==> src/rtl/dds_ctrl_pkg.sv <==
// Shared types and constants for the DDS frequency sweep controller.
package dds_ctrl_pkg;

  localparam int DEFAULT_WORD_W  = 32;
  localparam int DEFAULT_DWELL_W = 24;
  localparam int POINT_IDX_W     = 16;

  // IDLE: parked, DAC disabled. DWELL: holding a sweep point.
  // STEP: single cycle where the next tuning word is computed.
  typedef enum logic [1:0] {
    IDLE  = 2'd0,
    DWELL = 2'd1,
    STEP  = 2'd2
  } state_t;

endpackage

==> src/rtl/dds_sweep_controller_dwell_timer.sv <==
// Loadable down-counter that measures how long each sweep point is held.
// A load value of zero is treated as one so every point lasts at least a cycle.
module dwell_timer #(
  parameter int W = 24
) (
  input  logic         clk,
  input  logic         rst_n,
  input  logic         load,
  input  logic [W-1:0] value,
  output logic         expire
);

  logic [W-1:0] count;

  // Reload on request, otherwise count down and park at zero.
  always_ff @(posedge clk or negedge rst_n) begin
    if (!rst_n) begin
      count <= '0;
    end else if (load) begin
      count <= (value == '0) ? W'(1) : value;
    end else if (count != '0) begin
      count <= count - W'(1);
    end
  end

  // The count reads one during the last cycle of the hold period.
  assign expire = (count == W'(1));

endmodule

==> src/rtl/dds_sweep_controller.sv <==
// Stepped frequency sweep sequencer: drives the tuning word of the sine
// generator feeding the DAC904 and gates the DAC output enable.
module dds_sweep_controller
  import dds_ctrl_pkg::*;
#(
  parameter int WORD_W  = DEFAULT_WORD_W,
  parameter int DWELL_W = DEFAULT_DWELL_W
) (
  input  logic                   clk,
  input  logic                   rst_n,
  input  logic                   start,
  input  logic                   abort,
  input  logic                   loop,
  input  logic [WORD_W-1:0]      start_word,
  input  logic [WORD_W-1:0]      stop_word,
  input  logic [WORD_W-1:0]      step_word,
  input  logic [DWELL_W-1:0]     dwell,
  output logic [WORD_W-1:0]      freq_word,
  output logic                   out_en,
  output logic                   busy,
  output logic                   done,
  output logic [POINT_IDX_W-1:0] point_idx
);

  state_t state, state_next;

  logic [WORD_W-1:0]      start_q, stop_q, step_q, freq_q;
  logic [DWELL_W-1:0]     dwell_q;
  logic                   down_q;
  logic [POINT_IDX_W-1:0] idx_q;
  logic                   done_q;

  logic                   timer_load, timer_expire;
  logic [DWELL_W-1:0]     timer_value;
  logic                   latch_cfg, advance, restart, go_idle, set_done;
  logic                   sweep_end;
  logic [WORD_W:0]        sum_ext, diff_ext;
  logic [WORD_W-1:0]      next_word;

  // At the start edge the config registers are not loaded yet, so the
  // timer takes its dwell straight from the input port.
  assign timer_value = (state == IDLE) ? dwell : dwell_q;

  dwell_timer #(.W(DWELL_W)) u_dwell_timer (
    .clk    (clk),
    .rst_n  (rst_n),
    .load   (timer_load),
    .value  (timer_value),
    .expire (timer_expire)
  );

  // A sweep finishes once it sits on the stop word, or immediately if the
  // step is zero (it would otherwise never reach the stop word).
  assign sweep_end = (freq_q == stop_q) || (step_q == '0);

  // Next tuning word, computed one bit wider so a wrap past either end of
  // the word range is caught as an overshoot and clamped to the stop word.
  always_comb begin
    sum_ext   = {1'b0, freq_q} + {1'b0, step_q};
    diff_ext  = {1'b0, freq_q} - {1'b0, step_q};
    next_word = stop_q;
    if (down_q) begin
      if (!diff_ext[WORD_W] && (diff_ext[WORD_W-1:0] > stop_q))
        next_word = diff_ext[WORD_W-1:0];
    end else begin
      if (!sum_ext[WORD_W] && (sum_ext[WORD_W-1:0] < stop_q))
        next_word = sum_ext[WORD_W-1:0];
    end
  end

  // State register.
  always_ff @(posedge clk or negedge rst_n) begin
    if (!rst_n) state <= IDLE;
    else        state <= state_next;
  end

  // Next-state and datapath control; abort overrides everything else.
  always_comb begin
    state_next = state;
    timer_load = 1'b0;
    latch_cfg  = 1'b0;
    advance    = 1'b0;
    restart    = 1'b0;
    go_idle    = 1'b0;
    set_done   = 1'b0;
    if (abort) begin
      state_next = IDLE;
      go_idle    = 1'b1;
    end else begin
      case (state)
        IDLE: begin
          if (start) begin
            latch_cfg  = 1'b1;
            timer_load = 1'b1;
            state_next = DWELL;
          end
        end
        DWELL: begin
          if (timer_expire) begin
            if (!sweep_end) begin
              state_next = STEP;
            end else if (loop) begin
              restart    = 1'b1;
              timer_load = 1'b1;
            end else begin
              go_idle    = 1'b1;
              set_done   = 1'b1;
              state_next = IDLE;
            end
          end
        end
        STEP: begin
          advance    = 1'b1;
          timer_load = 1'b1;
          state_next = DWELL;
        end
        default: state_next = IDLE;
      endcase
    end
  end

  // Config latch, tuning word, point index and done pulse.
  always_ff @(posedge clk or negedge rst_n) begin
    if (!rst_n) begin
      start_q <= '0;
      stop_q  <= '0;
      step_q  <= '0;
      dwell_q <= '0;
      down_q  <= 1'b0;
      freq_q  <= '0;
      idx_q   <= '0;
      done_q  <= 1'b0;
    end else begin
      done_q <= set_done;
      if (latch_cfg) begin
        start_q <= start_word;
        stop_q  <= stop_word;
        step_q  <= step_word;
        dwell_q <= dwell;
        down_q  <= (stop_word < start_word);
        freq_q  <= start_word;
        idx_q   <= '0;
      end else if (go_idle) begin
        freq_q <= '0;
      end else if (restart) begin
        freq_q <= start_q;
        idx_q  <= '0;
      end else if (advance) begin
        freq_q <= next_word;
        idx_q  <= idx_q + POINT_IDX_W'(1);
      end
    end
  end

  assign busy      = (state != IDLE);
  assign out_en    = busy;
  assign done      = done_q;
  assign freq_word = freq_q;
  assign point_idx = idx_q;

endmodule

==> config.mk <==
export PLATFORM = sky130hd
export DESIGN_NAME = dds_sweep_controller
export DESIGN_NICKNAME = d
export VERILOG_FILES = /design/src/rtl/dds_ctrl_pkg.sv /design/src/rtl/dds_sweep_controller_dwell_timer.sv /design/src/rtl/dds_sweep_controller.sv
export SDC_FILE = /design/constraint.sdc
export NUM_CORES = 1
export LEC_CHECK = 0
export ABC_CLOCK_PERIOD_IN_PS = 4600
export BUFFER_PORTS_ARGS = -buffer_cell sky130_fd_sc_hd__buf_2
export CORE_MARGIN = 3
export CORE_UTILIZATION = 40
export DETAILED_ROUTE_END_ITERATION = 6
export PLACE_DENSITY = 0.7
export SYNTH_ARGS = -nofsm -noshare
export SYNTH_HDL_FRONTEND = slang
export SYNTH_SLANG_ARGS = --single-unit
==> constraint.sdc <==
create_clock -name clk -period 4.6 [get_ports clk]
set_input_delay 0.92 -clock clk [delete_from_list [all_inputs] [get_ports clk]]
set_output_delay 0.92 -clock clk [all_outputs]
set_load 0.005 [all_outputs]
== Yosys cells after proc, flatten, opt, wreduce, memory -nomap -nowiden ==
Cells that the tools add are included.
Storage, ports and cells
  input port bits: 125
  word-level logic and storage cells: 79
  flip-flop bits (word level): 196
Operators by class
  eq/ne operators: 8
  muxes and demuxes: 39
  reduce and logical (&&, ||, !) cells: 15
  add/subtract/negate cells: 4
  order comparisons: 3
Operator list (number)
  $mux 32: 7
  $mux 24: 4
  $lt 32x32->1: 2
  $mux 16: 4
  $add 32x32->33: 1
  $sub 32x32->33: 1
  $eq 32x32->1: 1
  $gt 32x32->1: 1
  $logic_not 32->1: 1
  $eq 24x1->1 const B: 1
  $logic_not 24->1: 1
  $reduce_bool 24->1: 1
  $sub 24x1->24 const B: 1
  $mux 1: 17
  $add 16x1->16 const B: 1
  $mux 2: 5
  $ne 3x3->1 const B: 2
  $pmux 2 s3: 1
  $ne 4x4->1 const B: 1
  $reduce_bool 2->1: 2
  $reduce_bool 4->1: 1
  $pmux 1 s3: 1
  $reduce_and 3->1: 1
  $reduce_bool 3->1: 1
  8 further kinds: 10

== Depth between registers and ports, before layout ==
  depth in word-level cells: 9
  depth in mapped cells: 24

== Cells and area by module ==
A second synthesis with hierarchy kept.
Unflattened totals
  cells, all modules: 1900
  area, all modules: 15503.6 um^2
Modules (own cells, without submodules)
  dds_sweep_controller: times used 1, cells an instance 1722, area an instance 13948.4 um^2
  dwell_timer: times used 1, cells an instance 178, area an instance 1555.2 um^2

== Least setup slack after synthesis ==
No wires, ideal clock.
  path type: register to register
  from: reg freq_q[14], in the netlist freq_word[14]
  to: reg freq_q[31], in the netlist freq_word[31]
  clock period less this slack: 4866 ps
  cell stages (with the launch flop): 23
  path buffers: 3
  setup slack: -266 ps
  data required time: 4462 ps
  data arrival time: 4728 ps
  cells stage by stage: dfrtp_1 -> ha_1 -> buf_2 -> a21oi_1 -> a21oi_1 -> a2111oi_0 -> o21ai_0 -> a31oi_1 -> o21ai_0 -> a21o_1 -> xnor2_1 -> ha_1 -> and4_1 -> nor3b_1 -> o21ai_0 -> nand2_1 -> o41ai_1 -> a211oi_1 -> clkbuf_1 -> clkbuf_1 -> nor3_1 -> o31ai_1 -> o211ai_1
Between the ends
  cells in the longest elaborated chain, start to end: 9
  elaborated cells on any way between the ends: 26
RTL lines
  from (decl): line dds_sweep_controller.sv:27  | logic [WORD_W-1:0] start_q, stop_q, step_q, freq_q;
  from (signal assigned): line dds_sweep_controller.sv:141  | freq_q <= start_word;
  from (signal assigned): line dds_sweep_controller.sv:146  | freq_q <= start_q;
  from (signal assigned): line dds_sweep_controller.sv:149  | freq_q <= next_word;
  $add 32x32->33 (tied with other cells): line dds_sweep_controller.sv:59  | sum_ext = {1'b0, freq_q} + {1'b0, step_q};
  $lt 32x32->1 (tied with other cells): line dds_sweep_controller.sv:66  | if (!sum_ext[WORD_W] && (sum_ext[WORD_W-1:0] < stop_q))
  $logic_and 1x1->1 (tied with other cells): line dds_sweep_controller.sv:66
  $mux 32 (tied with other cells): line dds_sweep_controller.sv:66
  $mux 32 / $mux 1 (equally long branches): line dds_sweep_controller.sv:62, dds_sweep_controller.sv:90
  $mux 32 / $mux 1 (equally long branches): line dds_sweep_controller.sv:148, dds_sweep_controller.sv:86
  $mux 32: line dds_sweep_controller.sv:145  | end else if (restart) begin
  $mux 32: line dds_sweep_controller.sv:143  | end else if (go_idle) begin
  $mux 32: line dds_sweep_controller.sv:135  | if (latch_cfg) begin
Parallel ways exist; a longest one is shown, timed or not. The select of a mux whose other input is x is not followed.
A chain may end at the register's enable or synchronous reset.

== Final worst setup path ==
  from: reg freq_q[0], in the netlist freq_word[0]
  to: reg freq_q[11], in the netlist freq_word[11]
Same word-level chain as after synthesis.

==> results.sh <==
export IMPL_status="finished, violations left"
export IMPL_violations="setup timing"
export IMPL_synth_async_reset_ratio_pct=100
export IMPL_drc=0
export IMPL_cts_buffers=17
export IMPL_synth_cell_types=84
export IMPL_cts_buffer_depth=2
export IMPL_core_area_mm2=0.0370
export IMPL_required_ns=4.99
export IMPL_cts_tree="built"
export IMPL_place_gp_congestion=0.983
export IMPL_final_min_clock_period_ns=4.99
export IMPL_clkTransAtPathRegs_ns=0.09
export IMPL_start_util_pct=41.1
export IMPL_synth_cells=1846
export IMPL_ys_ff_latch=196
export IMPL_drtIter0Drc=1490
export IMPL_final_fill_count=3430
export IMPL_instances_no_fill=2810
export IMPL_wl_um=58600
export IMPL_finalMaxSlewViolations=0
export IMPL_end_kind="flop"
export IMPL_final_setup_viol_count=32
export IMPL_syn_area_per_cell_um2=8.24
export IMPL_tightest_slew_ns=1.05
export IMPL_ir_worst_vdd_uv=406
export IMPL_hold_violations=0
export IMPL_utilization_pct=54.9
export IMPL_worstSetupStartpointType="flop"
export IMPL_max_cap_violations=0
export IMPL_viasPerCell=5.66
export IMPL_yosysSeqAreaShare_pct=32.2
export IMPL_grt_max_degree=101
export IMPL_wl_per_cell_um=20.9
export IMPL_path_delay_family="compound AO/OA/AOI/OAI gates"
export IMPL_vias=15900
export IMPL_yosysWarnings=0
export IMPL_gr_total_overflow=0
export IMPL_crit_type="reg -> reg"
export IMPL_worstPathCellList="ha_2 > inv_2 > fa_2 > o21bai_4 > o2111ai_2 > a31oi_2 > a41oi_2 > o21ba_4 > buf_6 > o41ai_4 > or4_1 > nand4_1 > ha_1 > nor2b_2 > o21ai_2 > o2111ai_1 > a211o_1 > a31oi_4 > buf_6 > buf_12 > nor3_2 > a211o_1 > nand3_2"
export IMPL_fp_dieW_um=201
export IMPL_crit_cells=23
export IMPL_grt_pass1_vias=15400
export IMPL_clkSinkCount=196
export IMPL_dp_cells=2755
export IMPL_ios=176
export IMPL_dpl_cell_area_mm2=0.0188
export IMPL_synth_edff_count=0
export IMPL_rows=70
export IMPL_drive_gt1_share_pct=29.0
export IMPL_cp_arrival_ns=5.38
export IMPL_crit_path_max_fanout=8
export IMPL_antenna_found_initial=3
export IMPL_die_area_mm2=0.0404
export IMPL_htreeDepth=4
export IMPL_chipHeight_um=201
export IMPL_grt_pass1_wl_um=89800
export IMPL_hold_depth=2
export IMPL_netlist_area_mm2=0.0152
export IMPL_synth_flop_cell="dfrtp_1"
export IMPL_fin_worst_skew_ns=0.0172
export IMPL_postLayoutCellArea_mm2=0.0204
export IMPL_diodes=0
export IMPL_syn_nets=2134
export IMPL_dp_hpwl_um=46400
export IMPL_cp_slowest_cell="o41ai_4"
export IMPL_track_usage_pct=28.4
export IMPL_clk_latency_ns=0.47
export IMPL_fmax_ghz=0.201
export IMPL_slew_headroom_pct=29.7
export IMPL_fin_crit_sh_pct=108
export IMPL_portBuffers=175
export IMPL_postRouteAntennaNets=0
export IMPL_p_per_area_mw_per_mm2=637
export IMPL_leakagePower_nw=9.88
export IMPL_worst_path_buf_inv=4
export IMPL_root_buffer="clkbuf_16"
export IMPL_ff2ff_path_depth=23
export IMPL_drt_pre_antenna_iters=5
export IMPL_worstHoldPathType="reg -> reg"
export IMPL_nets=2581
export IMPL_area_growth_pct=33.8
export IMPL_slowest_delay_ns=0.44
export IMPL_rsz0062_at_grt="yes"
export IMPL_setup_ws_ns=-0.386
==> per-layer routing <==
metal  GRT usage [%]  vias up  share of wire, %
met5               0        -             0.079
met3            6.57      114               8.9
met1            40.8     7637                45
met4            10.6        6               3.7
li1                -     7438                 -
met2            41.4      715                42
==> cells in the final DEF (no fill, tap or decap), drive strengths merged, types with 10 or more instances in the layout <==
cell type	count
o22ai	16
nor4	32
a21oi	118
a211oi	18
nor3	38
xor2	16
inv	166
o31ai	14
clkbuf	20
a31oi	12
nand2b	21
nand3	43
o21ai	185
xnor2	93
a22oi	21
nand4	45
o211ai	10
a221oi	19
mux2i	22
nor2	93
a21o	27
buf	506
ha	161
nand2	272
dfrtp	196
nor2b	11
==> what timing repair did <==
| action | CTS | global route |
|---|---|---|
| hold buffers | 0 | 0 |
| pin swaps | 75 | 24 |
| cloned | 1 | 0 |
| setup endpoints to repair | 32 | 32 |
| gates resized for setup | 133 | 20 |
| setup buffers | 21 | 3 |
==> area by class of cell <==
class	count	area, µm²	share of cell area, %
well taps	504	631	3.10
repair buffers	507	3550	17.5
inverters	160	614	3.02
multi-input cells	1411	10100	49.4
clock buffers	19	443	2.18
flip-flops and latches	196	4910	24.1
clock inverters	13	151	0.744
==> state kept, by name (all words and copies together) (netlist names) <==
name,count
down_q,1
start_q,32
state,2
step_q,32
point_idx,16
freq_word,32
done,1
dwell_q,24
u_dwell_timer.count,24
stop_q,32
==> worst register-to-register path: cells and delay by family (launching register included) <==
kind,cells,cell delay [ns]
AO/OA/AOI/OAI,11,2.52
adder cells (fa/ha/maj),3,0.91
AND/OR/NAND/NOR,5,0.62
buffers and inverters,4,0.50
flip-flops,1,0.38
==> power breakdown <==
group / total (mW) / internal [mW] / switching [mW]
clock: 1.57 / 0.750 / 0.815
sequential: 2.46 / 2.07 / 0.385
combinational: 8.93 / 4.16 / 4.77
total: 13.0 / 6.99 / 5.97
==> synthesized netlist by cell type (21+ instances only) <==
cell      instances  share of area, %
xnor2_1          93               5.4
clkbuf_1         53               1.3
a21o_1           27               1.3
nor4_1           29               1.2
nand2b_1         21              0.86
a22oi_1          21               1.0
ha_1            161                13
a21oi_1         118               3.9
nor3_1           36               1.2
nor2_1           93               2.3
dfrtp_1         196                32
inv_1           156               3.8
nand3_1          41               1.3
o21ai_0         165               5.4
nand4_1          45               1.9
mux2i_1          22               1.4
nand2_1         272               6.7
==> path summary, 6_finish.rpt <==
| check | from | to | slack, ns |
|---|---|---|---|
| worst max-delay path | freq_word[0] | freq_word[11] | -0.39 |
| worst min register to register | dwell_q[7] | dwell_q[7] | 0.48 |
| max in group asynchronous | rst_n | dwell_q[16] | 3.13 |
| worst min-delay path | dwell_q[7] | dwell_q[7] | 0.48 |
| worst max register to register | freq_word[0] | freq_word[11] | -0.39 |
| min in group asynchronous | rst_n | start_q[2] | 0.55 |
==> cells by family (layout without fill, tap and decap cells) <==
group                    Yosys count  count (layout)  share of synthesized area, %
AO/OA/AOI/OAI                    513             513                          21.5
XOR/XNOR                         109             109                          6.28
adder cells (fa/ha/maj)          163             163                          13.5
buffers and inverters            239             699                          6.19
flip-flops                       196             196                          32.2
multiplexers                      23              23                          1.52
AND/OR/NAND/NOR                  603             603                          18.8
==> metrics by stage <==
stage / setup TNS [ns] / hold slack, ns / power (mW) / worst slack, ns
floorplan: -0.00918 / 0.441 / 6.40 / -0.00918
global placement: -17.10 / 0.458 / 10.1 / -0.720
detailed placement: -18.43 / 0.462 / 10.1 / -0.759
CTS: -8.42 / 0.482 / 12.6 / -0.349
global route: -16.00 / 0.514 / 13.7 / -0.583
finish: -9.51 / 0.481 / 13.0 / -0.386
Power figures use the tool's default switching activity.
